--- config.mk ---
export PLATFORM = sky130hd
export DESIGN_NAME = adc_capture_flat
export DESIGN_NICKNAME = d
export VERILOG_FILES = /design/src/rtl/adc_capture_if.sv /design/src/rtl/adc_capture.sv /design/src/flat_wrapper.sv
export SDC_FILE = /design/constraint.sdc
export NUM_CORES = 1
export LEC_CHECK = 0
export BUFFER_PORTS_ARGS = -buffer_cell sky130_fd_sc_hd__buf_2
export CAP_MARGIN = 10
export CORE_AREA = 5 5 75 77
export CTS_CLUSTER_DIAMETER = 50
export CTS_CLUSTER_SIZE = 16
export DETAILED_ROUTE_END_ITERATION = 8
export DIE_AREA = 0 0 80 82
export GPL_ROUTABILITY_DRIVEN = 0
export PLACE_DENSITY = 0.64
export RECOVER_POWER = 50
export SLEW_MARGIN = 15
export SYNTH_ARGS = -nofsm -noshare
export SYNTH_HDL_FRONTEND = slang
export SYNTH_SLANG_ARGS = --single-unit
--- constraint.sdc ---
create_clock -name clk -period 4.1 [get_ports clk]
set_clock_uncertainty 0.15 [all_clocks]
set_input_delay 0.41 -clock clk [delete_from_list [all_inputs] [get_ports clk]]
set_output_delay 0.41 -clock clk [all_outputs]
set_load 0.02 [all_outputs]
--- src/rtl/adc_capture_if.sv ---
// Sample-path signals of the serial-ADC front end: the 3-wire ADC pins plus the sample output.
// pushADC is a one-cycle valid with no ready (the consumer must always accept); data holds until the next strobe.
interface adc_capture_if;
  logic        adc_cs_n;
  logic        adc_sclk;
  logic        adc_sdo;
  logic        pushADC;
  logic [25:0] data;

  modport master (output adc_cs_n, output adc_sclk, input adc_sdo, output pushADC, output data);
  modport slave  (input adc_cs_n, input adc_sclk, output adc_sdo, input pushADC, input data);
endinterface

--- src/rtl/adc_capture.sv ---
// Serial-ADC capture: timer-paced conversions over cs_n/sclk/sdo, MSB first,
// emitted as a sign-extended 26-bit sample with a one-cycle pushADC strobe.
module adc_capture #(
  parameter int ADC_BITS      = 14,
  parameter int CLK_DIV       = 4,
  parameter int SAMPLE_PERIOD = 128,
  parameter int OFFSET_BINARY = 1
) (
  input  logic       clk,
  input  logic       rst,
  input  logic       en,
  input  logic       clr_ovr,
  adc_capture_if.master bus,
  output logic       busy,
  output logic       overrun,
  output logic [1:0] dbg_state
);
  localparam int TW = (SAMPLE_PERIOD > 1) ? $clog2(SAMPLE_PERIOD) : 1;
  localparam int DW = $clog2(CLK_DIV + 1);
  localparam int BW = $clog2(ADC_BITS + 1);
  localparam logic [ADC_BITS-1:0] MSB_FLIP =
    (OFFSET_BINARY != 0) ? (ADC_BITS'(1) << (ADC_BITS - 1)) : '0;

  typedef enum logic [1:0] {IDLE, SETUP, SHIFT, DONE} state_t;

  state_t              state_q, state_d;
  logic [TW-1:0]       timer_q;
  logic                tick;
  logic [DW-1:0]       div_q, div_d;
  logic [BW-1:0]       bit_q, bit_d;
  logic [ADC_BITS-1:0] shreg_q, shreg_d, word;
  logic                cs_n_q, cs_n_d, sclk_q, sclk_d, push_q, push_d;
  logic                busy_q, ovr_q, ovr_d, div_end;
  logic [25:0]         data_q, data_d;

  assign tick    = en && (timer_q == TW'(SAMPLE_PERIOD - 1));
  assign div_end = (div_q == DW'(CLK_DIV - 1));
  assign word    = shreg_q ^ MSB_FLIP;

  always_ff @(posedge clk) begin
    if (rst || !en || tick) timer_q <= '0;
    else                    timer_q <= timer_q + TW'(1);
  end

  always_comb begin
    state_d = state_q;
    div_d   = div_q;
    bit_d   = bit_q;
    shreg_d = shreg_q;
    cs_n_d  = cs_n_q;
    sclk_d  = sclk_q;
    push_d  = 1'b0;
    data_d  = data_q;
    case (state_q)
      IDLE: if (tick) begin
        state_d = SETUP;
        cs_n_d  = 1'b0;
        sclk_d  = 1'b1;
        div_d   = '0;
      end
      SETUP: if (div_end) begin
        state_d = SHIFT;
        sclk_d  = 1'b0;
        div_d   = '0;
        bit_d   = '0;
      end else begin
        div_d = div_q + DW'(1);
      end
      SHIFT: if (!div_end) begin
        div_d = div_q + DW'(1);
      end else begin
        div_d = '0;
        // sdo is captured on the same edge that raises sclk
        if (!sclk_q) begin
          sclk_d  = 1'b1;
          shreg_d = {shreg_q[ADC_BITS-2:0], bus.adc_sdo};
        end else if (bit_q == BW'(ADC_BITS - 1)) begin
          state_d = DONE;
          cs_n_d  = 1'b1;
          push_d  = 1'b1;
          data_d  = 26'($signed(word));
        end else begin
          bit_d  = bit_q + BW'(1);
          sclk_d = 1'b0;
        end
      end
      DONE:    state_d = IDLE;
      default: state_d = IDLE;
    endcase
    ovr_d = ovr_q;
    if (clr_ovr) ovr_d = 1'b0;
    if (tick && (state_q != IDLE)) ovr_d = 1'b1;
  end

  always_ff @(posedge clk) begin
    if (rst) begin
      state_q <= IDLE;
      div_q   <= '0;
      bit_q   <= '0;
      shreg_q <= '0;
      cs_n_q  <= 1'b1;
      sclk_q  <= 1'b1;
      push_q  <= 1'b0;
      data_q  <= '0;
      busy_q  <= 1'b0;
      ovr_q   <= 1'b0;
    end else begin
      state_q <= state_d;
      div_q   <= div_d;
      bit_q   <= bit_d;
      shreg_q <= shreg_d;
      cs_n_q  <= cs_n_d;
      sclk_q  <= sclk_d;
      push_q  <= push_d;
      data_q  <= data_d;
      busy_q  <= (state_d != IDLE);
      ovr_q   <= ovr_d;
    end
  end

  assign bus.adc_cs_n = cs_n_q;
  assign bus.adc_sclk = sclk_q;
  assign bus.pushADC  = push_q;
  assign bus.data     = data_q;
  assign busy         = busy_q;
  assign overrun      = ovr_q;
  assign dbg_state    = state_q;
endmodule

--- src/flat_wrapper.sv ---
// flat-port wrapper written by rule: the top's interface ports become plain ports
module adc_capture_flat 
#(
  parameter int ADC_BITS      = 14,
  parameter int CLK_DIV       = 4,
  parameter int SAMPLE_PERIOD = 128,
  parameter int OFFSET_BINARY = 1
)
  (clk, rst, en, clr_ovr, busy, overrun, dbg_state, bus_adc_cs_n, bus_adc_sclk, bus_adc_sdo, bus_pushADC, bus_data);
  adc_capture_if bus_i ();
  input  logic clk;
  input  logic rst;
  input  logic en;
  input  logic clr_ovr;
  output logic busy;
  output logic overrun;
  output logic [1:0] dbg_state;
  output wire logic [$bits(bus_i.adc_cs_n)-1:0] bus_adc_cs_n;
  output wire logic [$bits(bus_i.adc_sclk)-1:0] bus_adc_sclk;
  input wire logic [$bits(bus_i.adc_sdo)-1:0] bus_adc_sdo;
  output wire logic [$bits(bus_i.pushADC)-1:0] bus_pushADC;
  output wire logic [$bits(bus_i.data)-1:0] bus_data;
  assign bus_adc_cs_n = bus_i.adc_cs_n;
  assign bus_adc_sclk = bus_i.adc_sclk;
  assign bus_i.adc_sdo = bus_adc_sdo;
  assign bus_pushADC = bus_i.pushADC;
  assign bus_data = bus_i.data;
  adc_capture #(.ADC_BITS(ADC_BITS), .CLK_DIV(CLK_DIV), .SAMPLE_PERIOD(SAMPLE_PERIOD), .OFFSET_BINARY(OFFSET_BINARY)) u_core (.clk(clk), .rst(rst), .en(en), .clr_ovr(clr_ovr), .bus(bus_i), .busy(busy), .overrun(overrun), .dbg_state(dbg_state));
endmodule
* Yosys cells after proc, flatten, opt, wreduce, memory -nomap -nowiden
Cells that the tools add are included.
Word-level totals: register bits 49, latch bits 0, RAM bits 0, ROM bits 0, input port bits 5, output and inout bits 33, word-level logic and storage cells 78, memories kept 0
Cells by class: add/sub/neg operators 3, multiply operators 0, div/mod/pow operators 0, magnitude comparators 0, equal/unequal tests 12, shifts and indexed selects 0, multiplexer cells 27, bitwise gates (word level) 4, reduce and logical (&&, ||, !) cells 21
Operators with widths (count):
- $mux 4 | 4
- $reduce_bool 2->1 | 6
- $mux 1 | 11
- $mux 2 | 5
- $ne 2x1->1 const B | 5
- $reduce_and 5->1 | 2
- $pmux 2 s4 | 1
- $pmux 4 s2 | 1
- $reduce_and 4->1 | 2
- $add 7x1->7 const B | 1
- $eq 7x7->1 const B | 1
- $mux 3 | 2
- $pmux 3 s2 | 1
- $add 4x1->4 const B | 1
- $eq 2x2->1 const B | 2
- $eq 4x4->1 const B | 1
- $not 1->1 | 4
- $reduce_or 4->1 | 1
- $add 3x1->3 const B | 1
- $eq 3x2->1 const B | 1
- $pmux 1 s3 | 1
- $reduce_and 3->1 | 1
- $reduce_bool 3->1 | 1
- $eq 2x1->1 const B | 1
- other kinds (8) | 10

* Depth between registers and ports, before layout
depth after elaboration 6, depth in mapped cells 9, gate-level depth less buffers 6

* Least setup slack after synthesis
No wires, ideal clock.
kind reg2reg, start register u_core.state_q[0], in the netlist u_core.dbg_state[0], end register u_core.bit_q[1], setup time 0.070 ns, data arrival time 1.697 ns, required time 3.880 ns, setup slack 2.182 ns, cell stages (with the launch flop) 8, buffers on the path 1, period minus slack after synthesis 1.918 ns, cell sequence dfxtp_1 -> inv_1 -> ha_1 -> buf_4 -> nand4_1 -> nand4b_1 -> or3_1 -> a21oi_1
On the way: word-level cells in the longest chain between the ends 3, elaborated cells between the ends (all ways) 9, classes of those cells 6 x eq/ne; 1 x mux; 2 x reduce/logical
Ends and longest elaborated chain:
- start: declaration | RTL line adc_capture.sv:26 | state_t state_q, state_d;
- start signal: assignment | RTL line adc_capture.sv:108 | state_q <= state_d;
- $eq 2x2->1 or $eq 2x1->1 (tied branches) | RTL line adc_capture.sv:54 | case (state_q)
- $ne 2x2->1 (no source line) (tied with other cells)
- $reduce_and 5->1 (no source line)
- end signal: assignment | RTL line adc_capture.sv:110 | bit_q <= bit_d;
- end: declaration | RTL line adc_capture.sv:30 | logic [BW-1:0] bit_q, bit_d;
Parallel ways exist; a longest one is shown, timed or not. A chain may end at the register's enable or synchronous reset.

* Worst setup path in the final report
start input rst, end register u_core.timer_q[6]
On the way: word-level cells in the longest chain between the ends 2
Ends and longest elaborated chain:
- start: declaration | RTL line flat_wrapper.sv:12 | input logic rst;
- $logic_or 1x1->1 (2 in a row) | RTL line adc_capture.sv:41 | if (rst || !en || tick) timer_q <= '0;
- end signal: assignment | RTL line adc_capture.sv:42 | else timer_q <= timer_q + TW'(1);
- end: declaration | RTL line adc_capture.sv:27 | logic [TW-1:0] timer_q;
No other way between the ends.

==> reports/qor.log <==
INFO  critical_path  top_fanout_value_on_the_critical_path=39
INFO  logic_synthesis synth_xor_xnor_area_share=1.67%
INFO  critical_path  timing.critical_path.to_type=flip-flop
INFO  sta            rsz_0062_raised_after_global_routing=no
INFO  clocking       hold_buffers=0
INFO  floorplanning  core_region_area=4940um2
INFO  logic_synthesis ys_warn_count=0
INFO  logic_synthesis dominant_combinational_cell_family_by_area_after_synthesis=simple AND/OR/NAND/NOR gates
INFO  detailed_routing wl=4.25mm
INFO  placement      io_buffers=37
INFO  detailed_routing first_iter_violations=134
INFO  floorplanning  ios=38
INFO  clocking       worstSkewPairLatency=0.30ns
INFO  detailed_routing drc_errors=0
INFO  clocking       clock_path_buffers=2
INFO  floorplanning  chipHeight=82um
INFO  flow_run       cap_viol_max_count=1
INFO  clocking       cts_sinks=49
INFO  logic_synthesis synth_seq_cells=49
INFO  logic_synthesis netlist-cell-type-count=38
INFO  critical_path  timing_worst_setup_path_type=in2reg
INFO  sta            worst_pin_slew=1.68ns
INFO  cells_and_area nNetsFinal=288
INFO  floorplanning  core.rowCount=26
INFO  logic_synthesis post_synth_main_area_contributors=dfxtp_1 (47%), nand2_1 (11%), a21oi_1 (8.1%)
INFO  critical_path  critical_path_arrival=2.53ns
INFO  logic_synthesis synth_top_cell_area_share=46.7%
INFO  detailed_routing routed_via_density=4.93
INFO  cells_and_area final_layout_size_suffix_gt1_share=5.80%
INFO  global_routing grt_pass1_vias=1476
INFO  cells_and_area syn2layout_area_growth=8.63%
INFO  hold_path      min_path_type=in2reg
INFO  sta            hold_ws=0.212ns
INFO  clocking       cts-buffers-inserted=5
INFO  global_routing globalRouteOverflowTotal=0
INFO  detailed_routing detail-route-antenna-nets=0
INFO  detailed_routing routedWlPerCell=12.3um
INFO  sta            totalNegativeSetupSlack=0ns
INFO  logic_synthesis ys_seq_area_share=46.7%
INFO  logic_synthesis syn-instance-count=255
INFO  clocking       cts_post_setup_buffers_inserted=0
INFO  logic_synthesis synth-async-reset-ratio=0%
INFO  logic_synthesis synth_fp_nets=268
INFO  power          p_leak=0.763nW
INFO  clocking       root_buffer=clkbuf_8
INFO  floorplanning  floorplan.die.width=80um
INFO  detailed_routing routed-via-count=1707
INFO  logic_synthesis syn_area_per_cell=8.24um2
INFO  critical_path  critical_path.startpoint_type=primary input
INFO  clocking       tritoncts=done
INFO  power          power.ir.vdd_worst=0.000155V
INFO  critical_path  crit_family=buffers and inverters
INFO  logic_synthesis synthAdderAreaFrac=4.76%
INFO  sta            layout_worst_path_cycle_share=60.9%
INFO  critical_path  cp_data_required_time=4.14ns
INFO  logic_synthesis yosys.area.top_type=dfxtp_1
INFO  logic_synthesis yosys-mux-area-fraction=0.952%
INFO  critical_path  timing.critical_path.buf_inv=2
INFO  global_routing gr-usage-all-layers=13.4%
INFO  logic_synthesis synth_compound_area_share=14.9%
INFO  outcome        outcome=finished, violations left
INFO  global_routing grt_max_degree=40
INFO  sta            relSlewSlack=-12.0%
INFO  sta            fmaxAchievable=0.400GHz
INFO  cells_and_area antenna-diode-count=0
INFO  global_routing antenna_found_initial=0
INFO  power          power-per-cell-area=354nW/um2
INFO  critical_path  critical_path.slowest_cell=clkbuf_1
INFO  logic_synthesis synth.cell_area=2100um2
INFO  logic_synthesis ys_dominant_reg_cell=dfxtp_1
INFO  floorplanning  start_util=42.5%
INFO  sta            final_period_minus_worst_setup_slack=2.50ns
INFO  sta            finalSetupViolations=0
INFO  clocking       cts.reportedPaths.clkPinSlew=0.09ns
INFO  logic_synthesis synth-edff-count=0
INFO  placement      dp_hpwl=2.85mm
INFO  floorplanning  area_of_the_die=6560um2
INFO  sta            slew_viol_final=40
INFO  logic_synthesis synth_simple_gate_area_share=22.4%
INFO  sta            final-hold-violation-count=0
INFO  clocking       number_of_cells_upsized_or_downsized_after_cts=0
INFO  critical_path  path_cells=clkbuf_1 > inv_1 > nand3_1 > nor2_1
INFO  outcome        failing_checks=capacitance limit, slew limit
INFO  critical_path  cp_slowest_stage_delay=1.18ns
INFO  clocking       cts.htree.levels=2
INFO  detailed_routing detailedRoute.firstPassIterationCount=4
INFO  global_routing grt_first_pass_wirelength=6.82mm
## cells in the final DEF, fill, tap and decap left out, drive strengths merged
cell / instances
nand3: 6
nand2: 62
nor2: 17
a21bo: 1
or3: 2
inv: 8
mux2i: 2
dfxtp: 49
and2: 1
nor3: 5
clkbuf: 41
and3: 1
o21ai: 8
ha: 8
o211a: 1
a21oi: 34
or2: 1
a21boi: 1
nand2b: 3
nand4b: 2
o311ai: 1
o32ai: 1
o311a: 1
nand4: 4
o21bai: 1
a31oi: 2
o22ai: 2
and4: 1
and2b: 1
xor2: 2
a41oi: 1
xnor2: 2
buf: 3
nor2b: 1
## worst reg2reg max path, stage by stage, from the launching register on
cell,delay [ns]
dfxtp_1,0.38
inv_1,0.11
ha_1,0.37
nand2_1,0.12
nor3_2,0.69
o21ai_0,0.26
o32ai_1,0.17
## per-layer routing
metal  share of wire [%]  up-vias  global-route usage (%)
met1                  46      771                    17.3
li1                    -      880                       -
met3                 6.0        5                    2.96
met4                 1.1        0                    6.08
met2                  47       51                    21.4
met5                   0        -                       0
## cell type report
class / instances / area, um2
clock inverters: 1 / 8.76
inverters: 7 / 26.3
multi-input cells: 175 / 941
repair buffers: 37 / 143
fillers: 516 / 2660
well taps: 70 / 87.6
flip-flops and latches: 49 / 981
clock buffers: 7 / 96.3
## where the power goes
| part | total, mW | switching (mW) | internal, mW |
|---|---|---|---|
| logic | 0.0117 | 0.00935 | 0.00237 |
| registers | 0.477 | 0.000678 | 0.476 |
| clock network | 0.320 | 0.164 | 0.156 |
## sequential cells by signal (all words and copies together), names as in the netlist, 2 cells and up
name / count
u_core.timer_q: 7
u_core.div_q: 3
u_core.bus.data: 14
u_core.bit_q: 4
u_core.dbg_state: 2
u_core.shreg_q: 14
## synthesized netlist by cell type, types with 2 or more instances
cell / count
a21oi_1: 34
a31oi_1: 2
buf_2: 3
buf_4: 14
clkbuf_1: 6
dfxtp_1: 49
ha_1: 8
inv_1: 7
mux2i_1: 2
nand2_1: 62
nand2b_1: 3
nand3_1: 6
nand4_1: 4
nand4b_1: 2
nor2_1: 17
nor3_1: 4
o21ai_0: 7
o22ai_1: 2
or3_1: 2
xnor2_1: 2
xor2_1: 2
## final timing paths
path / from / end / slack, ns / depth (start not counted)
max: rst / u_core.timer_q[6] / 1.60 / 4
min: bus_adc_sdo / u_core.shreg_q[0] / 0.21 / 3
max reg2reg: u_core.dbg_state[0] / u_core.busy / 1.73 / 6
min reg2reg: u_core.shreg_q[13] / u_core.shreg_q[13] / 0.30 / 2
## per-stage QoR
step / area [um2] / utilization, % / cells / total power, mW / setup WS (ns)
final: 2280 / 46.2 / 346 / 0.808 / 1.60
after detailed placement: 2220 / 44.9 / 338 / 0.500 / 1.77
after CTS: 2330 / 47.0 / 346 / 0.818 / 1.75
after global placement: 2220 / 44.9 / 338 / 0.500 / 1.88
after global routing: 2280 / 46.2 / 346 / 0.836 / 1.33
after floorplan: 2100 / - / 255 / 0.496 / 2.18
## logic make-up (layout without fill, tap and decap cells)
| logic type | Yosys count | after routing |
|---|---|---|
| AND/OR/NAND/NOR | 107 | 107 |
| AO/OA/AOI/OAI | 54 | 54 |
| flip-flops | 49 | 49 |
| buffers and inverters | 31 | 52 |
| adder cells (fa/ha/maj) | 8 | 8 |
| XOR/XNOR | 4 | 4 |
| multiplexers | 2 | 2 |
No activity file was read; power rests on OpenSTA's default activity.
